**config.mk**
```make
export PLATFORM = sky130hd
export DESIGN_NAME = chain_stimulus_sequencer
export DESIGN_NICKNAME = d
export VERILOG_FILES = /design/src/rtl/chain_stimulus_sequencer.sv
export SDC_FILE = /design/constraint.sdc
export NUM_CORES = 1
export LEC_CHECK = 0
export ABC_AREA = 1
export CAP_MARGIN = 40
export CELL_PAD_IN_SITES_DETAIL_PLACEMENT = 1
export CELL_PAD_IN_SITES_GLOBAL_PLACEMENT = 2
export CORE_UTILIZATION = 29
export CTS_CLUSTER_SIZE = 40
export DETAILED_ROUTE_END_ITERATION = 7
export PLACE_DENSITY = 0.83
export RECOVER_POWER = 50
export SYNTH_ARGS = -nofsm -noshare
export SYNTH_HDL_FRONTEND = slang
export SYNTH_SLANG_ARGS = --single-unit
```
**constraint.sdc**
```tcl
create_clock -name clk -period 1.8 [get_ports clk]
set_input_delay 0.54 -clock clk [delete_from_list [all_inputs] [get_ports clk]]
set_output_delay 0.54 -clock clk [all_outputs]
set_load 0.005 [all_outputs]
```
**src/rtl/chain_stimulus_sequencer.sv**
```systemverilog
// Pulse-train driver and synchronized edge counter for delay-chain test structures.
// Optional macro CHAIN_STIM_LATENCY_EN adds the first_edge_lat output and its counter.
//
// state    | meaning
// ---------+--------------------------------------------------
// S_IDLE   | waiting for start; outputs hold last-run results
// S_HIGH   | chain_in driven high for the shadowed high width
// S_LOW    | chain_in low for max(low,1) cycles; pulse counted
// S_SETTLE | chain_in low while the tail edges drain in
// S_DONE   | one-cycle done pulse, lost_pulse updated
module chain_stimulus_sequencer #(
  parameter int CNT_W      = 8,
  parameter int NUM_W      = 8,
  parameter int EDGE_W     = 16,
  parameter int SETTLE_CYC = 8
) (
  input  logic              clk,
  input  logic              rst_n,
  input  logic              start,
  input  logic [CNT_W-1:0]  high_cycles,
  input  logic [CNT_W-1:0]  low_cycles,
  input  logic [NUM_W-1:0]  num_pulses,
  output logic              busy,
  output logic              done,
  output logic              chain_in,
  input  logic              chain_out,
  output logic [EDGE_W-1:0] edge_count,
  output logic              lost_pulse
`ifdef CHAIN_STIM_LATENCY_EN
  ,
  output logic [EDGE_W-1:0] first_edge_lat
`endif
);

  localparam int ST_W  = $clog2(SETTLE_CYC + 1);
  localparam int PH_W  = (CNT_W > ST_W) ? CNT_W : ST_W;
  localparam int CMP_W = (EDGE_W > NUM_W + 1) ? EDGE_W : NUM_W + 1;

  typedef enum logic [2:0] {
    S_IDLE,
    S_HIGH,
    S_LOW,
    S_SETTLE,
    S_DONE
  } state_t;

  state_t            state, state_nx;
  logic [PH_W-1:0]   ph_cnt, ph_nx;
  logic [NUM_W-1:0]  pul_cnt, pul_nx;
  logic [CNT_W-1:0]  sh_high, sh_low;
  logic [NUM_W-1:0]  sh_num;
  logic              sync1, sync2, sync3;
  logic [EDGE_W-1:0] edge_nx;
  logic              accept, zero_run, count_en;
  logic [CNT_W-1:0]  low_eff;

  assign accept   = (state == S_IDLE) && start;
  assign zero_run = (num_pulses == '0) || (high_cycles == '0);
  assign low_eff  = (low_cycles == '0) ? CNT_W'(1) : low_cycles;
  assign count_en = busy && (sync2 ^ sync3);

  always_comb begin
    state_nx = state;
    ph_nx    = ph_cnt;
    pul_nx   = pul_cnt;
    case (state)
      S_IDLE: begin
        if (start) begin
          pul_nx = num_pulses;
          if (zero_run) begin
            state_nx = S_SETTLE;
            ph_nx    = PH_W'(SETTLE_CYC - 1);
          end else begin
            state_nx = S_HIGH;
            ph_nx    = PH_W'(high_cycles - CNT_W'(1));
          end
        end
      end
      S_HIGH: begin
        if (ph_cnt == '0) begin
          state_nx = S_LOW;
          ph_nx    = PH_W'(sh_low - CNT_W'(1));
        end else begin
          ph_nx = ph_cnt - PH_W'(1);
        end
      end
      S_LOW: begin
        if (ph_cnt == '0) begin
          pul_nx = pul_cnt - NUM_W'(1);
          if (pul_cnt == NUM_W'(1)) begin
            state_nx = S_SETTLE;
            ph_nx    = PH_W'(SETTLE_CYC - 1);
          end else begin
            state_nx = S_HIGH;
            ph_nx    = PH_W'(sh_high - CNT_W'(1));
          end
        end else begin
          ph_nx = ph_cnt - PH_W'(1);
        end
      end
      S_SETTLE: begin
        if (ph_cnt == '0) state_nx = S_DONE;
        else              ph_nx = ph_cnt - PH_W'(1);
      end
      S_DONE:  state_nx = S_IDLE;
      default: state_nx = S_IDLE;
    endcase
  end

  always_ff @(posedge clk or negedge rst_n) begin
    if (!rst_n) begin
      state    <= S_IDLE;
      ph_cnt   <= '0;
      pul_cnt  <= '0;
      busy     <= 1'b0;
      done     <= 1'b0;
      chain_in <= 1'b0;
    end else begin
      state    <= state_nx;
      ph_cnt   <= ph_nx;
      pul_cnt  <= pul_nx;
      busy     <= (state_nx != S_IDLE);
      done     <= (state_nx == S_DONE);
      chain_in <= (state_nx == S_HIGH);
    end
  end

  // A zero-width run issues no pulses, so its expected edge count is zero.
  always_ff @(posedge clk or negedge rst_n) begin
    if (!rst_n) begin
      sh_high <= '0;
      sh_low  <= '0;
      sh_num  <= '0;
    end else if (accept) begin
      sh_high <= high_cycles;
      sh_low  <= low_eff;
      sh_num  <= (high_cycles == '0) ? '0 : num_pulses;
    end
  end

  always_ff @(posedge clk or negedge rst_n) begin
    if (!rst_n) begin
      sync1 <= 1'b0;
      sync2 <= 1'b0;
      sync3 <= 1'b0;
    end else begin
      sync1 <= chain_out;
      sync2 <= sync1;
      sync3 <= sync2;
    end
  end

  always_comb begin
    edge_nx = edge_count;
    if (count_en && !(&edge_count)) edge_nx = edge_count + EDGE_W'(1);
  end

  always_ff @(posedge clk or negedge rst_n) begin
    if (!rst_n) begin
      edge_count <= '0;
      lost_pulse <= 1'b0;
    end else if (accept) begin
      edge_count <= '0;
      lost_pulse <= 1'b0;
    end else begin
      edge_count <= edge_nx;
      if (state == S_DONE)
        lost_pulse <= (CMP_W'(edge_nx) != CMP_W'({sh_num, 1'b0}));
    end
  end

`ifdef CHAIN_STIM_LATENCY_EN
  logic [EDGE_W-1:0] lat_cnt;
  logic              lat_run, lat_got;

  // The first rise always lands in the cycle after acceptance, so the counter arms at accept.
  always_ff @(posedge clk or negedge rst_n) begin
    if (!rst_n) begin
      lat_cnt        <= '0;
      lat_run        <= 1'b0;
      lat_got        <= 1'b0;
      first_edge_lat <= '0;
    end else if (accept) begin
      lat_cnt        <= '0;
      lat_run        <= !zero_run;
      lat_got        <= 1'b0;
      first_edge_lat <= '0;
    end else begin
      if (lat_run && !(&lat_cnt)) lat_cnt <= lat_cnt + EDGE_W'(1);
      if (count_en && lat_run && !lat_got) begin
        first_edge_lat <= lat_cnt;
        lat_got        <= 1'b1;
      end
      if (state == S_DONE) lat_run <= 1'b0;
    end
  end
`endif

endmodule

```
==> results.json <==
{
  "outcome": "finished with violations",
  "failed_checks": "negative setup slack",
  "postRouteAntennaNets": 0,
  "r2r-start": "edge_count[1]",
  "worst_slew_pin_slew_ns": 0.812,
  "clk_pin_slew_ns": 0.05,
  "netlist_area_sq_mm": 0.00420,
  "grt_pass1_wl_mm": 24.8,
  "dieArea_sq_mm": 0.0150,
  "period_needed_ns": 1.98,
  "core_sq_mm": 0.0140,
  "initial_core_util_pct": 30.0,
  "yosysSeqAreaShare_pct": 39.3,
  "leakage_nw": 3.25,
  "cts_tree": "built",
  "grt.met3_usage_pct": 2.79,
  "synth_cells": 595,
  "h-tree-depth": 3,
  "final_core_util_pct": 46.1,
  "antenna_cells": 0,
  "rows": 43,
  "clock_latency_ns": 0.35,
  "hold_path_class": "input pin to asynchronous set/reset pin",
  "clock_sinks": 66,
  "dp_hpwl_mm": 11.8,
  "timing.final.crit_share_pct": 110,
  "num_io_pins": 48,
  "busiest_layer": "met2",
  "die_h_microns": 122,
  "path_max_fanout": 6,
  "vdd_drop_max_v": 0.000463,
  "grt_usage_pct": 21.7,
  "grtUsageMet2_pct": 42.0,
  "hold_viol_final": 0,
  "finalSetupViolCount": 5,
  "wirelength_mm": 15.5,
  "drt_first_pass_iters": 4,
  "chipWidth_microns": 122,
  "reg2regPathDepth": 16,
  "drive_above_1_share_pct": 29.9,
  "rsz0062_at_grt": "yes",
  "slew-limit-headroom_pct": 45.8,
  "drv_slew": 0,
  "cp.required_ns": 2.03,
  "avgSynthCellArea_sq_um": 7.06,
  "fin_ws_ns": -0.178,
  "synth_cell_types": 36,
  "post_drt_wl_per_cell_microns": 16.2,
  "ys_warn_count": 0,
  "clock.fmax_ghz": 0.506,
  "ys_ff_latch": 66,
  "critPathLaunch": "edge_count[1]",
  "vias": 4663,
  "grt_overflow": 0,
  "port_buffers": 47,
  "start_kind": "flip-flop",
  "grt_pass1_vias": 5130,
  "crit_path_end_kind": "flip-flop",
  "worst-setup-path-type": "flip-flop to flip-flop",
  "cp.arrival_ns": 2.21,
  "drc": 0,
  "syn2layout_area_growth_pct": 53.4,
  "vias_per_cell": 4.86,
  "clk_path_buf_depth": 2,
  "drt_first_iter_violations": 124,
  "grt_max_degree": 34,
  "fin_nets": 810,
  "clock-skew-final_ns": 0.00890,
  "total_power_mw": 10.2,
  "cts_root_buf": "clkbuf_16",
  "synth_nets": 631,
  "cap_violations": 0,
  "met1_usage_pct": 23.1,
  "antenna_found_initial": 1,
  "gp_congestion": 0.854,
  "numCtsBuffers": 9,
  "p_per_area_mw_per_mm2": 1580
}
## cells by family (layout without fill, tap and decap cells)
| logic type | Yosys count | in the layout | synth area share (%) |
|---|---|---|---|
| multiplexers | 1 | 1 | 0.238 |
| XOR/XNOR | 22 | 22 | 4.59 |
| AO/OA/AOI/OAI | 94 | 94 | 12.7 |
| flip-flops | 66 | 66 | 39.3 |
| AND/OR/NAND/NOR | 305 | 305 | 31.4 |
| buffers and inverters | 99 | 283 | 9.42 |
| adder cells (fa/ha/maj) | 8 | 8 | 2.38 |
## final timing paths
kind                                 end  slack [ns]
max                           lost_pulse       -0.18
min                            ph_cnt[5]        0.26
max reg2reg                   lost_pulse       -0.18
min reg2reg                        sync2        0.35
max in group asynchronous  edge_count[0]        0.21
min in group clk                   sync2        0.35
## where the power goes
| part | switching (mW) | internal [mW] |
|---|---|---|
| logic | 3.12 | 2.62 |
| registers | 0.476 | 2.16 |
| clock network | 0.668 | 1.15 |
## per-layer routing
metal  up-vias  wire length, microns
li1       2286                     -
met5         -                    11
met4         2                   424
met3        31                   369
met2        72                  8530
met1      2272                  6200
## cells in the mapped netlist, drive strengths merged
library cell | instances | share of area, %
o31ai | 1 | 0.18
ha | 8 | 2.4
a21oi | 21 | 2.6
nand2 | 151 | 14
dfrtp | 66 | 39
or2 | 1 | 0.15
nor2 | 74 | 7.0
and2 | 1 | 0.15
o21ai | 48 | 6.0
nor3 | 14 | 1.7
mux2i | 1 | 0.24
inv | 85 | 7.7
nand4 | 6 | 0.89
o221ai | 1 | 0.21
nor3b | 1 | 0.18
xor2 | 14 | 2.9
a31oi | 3 | 0.45
o211ai | 7 | 1.3
buf | 5 | 0.95
nand3 | 53 | 6.7
xnor2 | 8 | 1.7
a311oi | 1 | 0.21
o22ai | 12 | 1.8
nor4 | 2 | 0.30
nand3b | 2 | 0.36
clkbuf | 9 | 0.80
## placed cells by master, fill, tap and decap left out, types with 7 or more instances in the layout
cell type / instances
buf_4: 120
nor2_1: 57
o21ai_1: 7
o211ai_1: 7
clkbuf_16: 9
nand2_2: 18
nand2_1: 129
xor2_1: 14
inv_2: 14
o22ai_1: 12
xnor2_1: 8
o21ai_0: 39
nand3_2: 9
dfrtp_1: 63
inv_1: 69
a21oi_1: 18
nor2_2: 11
dlygate4sd2_1: 19
nand3_1: 43
buf_6: 10
clkdlybuf4s50_1: 18
dlymetal6s2s_1: 7
nor3_1: 10
## cell type report
cell class | count | area [sq um]
clock buffer | 14 | 264
clock inverter | 2 | 35.0
fill | 1752 | 7550
inverter | 85 | 324
multi-input combinational | 430 | 2410
sequential | 66 | 1660
tap | 180 | 225
timing repair buffer | 182 | 1530
## state kept, by name, indices dropped and copies added (netlist names)
name	flops
edge_count	16
ph_cnt	8
pul_cnt	8
sh_high	8
sh_low	8
sh_num	8
state	3
busy	1
chain_in	1
done	1
lost_pulse	1
sync1	1
sync2	1
sync3	1
## worst max-delay path, cell delays in order, from the launching register on
cell and delay [ns]:
dfrtp_2 0.39, ha_4 0.15, inv_2 0.04, nor2_4 0.10, nand2_4 0.09, buf_6 0.13, o21ai_4 0.14, buf_6 0.16
nand2_4 0.07, nand3_2 0.07, nand2_2 0.06, nor2_2 0.11, nand2_1 0.09, nor2_1 0.10, nand2_1 0.06, nand2_1 0.05
nand2_1 0.05
## stage by stage
stage | hold WS (ns) | std cells | area [sq um] | setup WS (ns) | setup TNS, ns
after floorplan | 0.244 | 595 | 4210 | 0.00503 | 0
after global placement | 0.337 | 921 | 5730 | -0.561 | -9.42
after detailed placement | 0.340 | 921 | 5730 | -0.648 | -13.04
after CTS | 0.124 | 947 | 6210 | -0.152 | -0.275
after global routing | 0.328 | 959 | 6440 | -0.266 | -2.38
final | 0.263 | 959 | 6440 | -0.178 | -0.390
## repair_timing
item | 4_1_cts | 5_1_grt
resized for setup | 63 | 61
hold endpoints to repair | 0 | 0
buffers inserted | 10 | 12
pin swaps | 16 | 17
hold buffers | 0 | 0
endpoints found under the setup margin | 38 | 28
(Power assumes the default switching activity.)
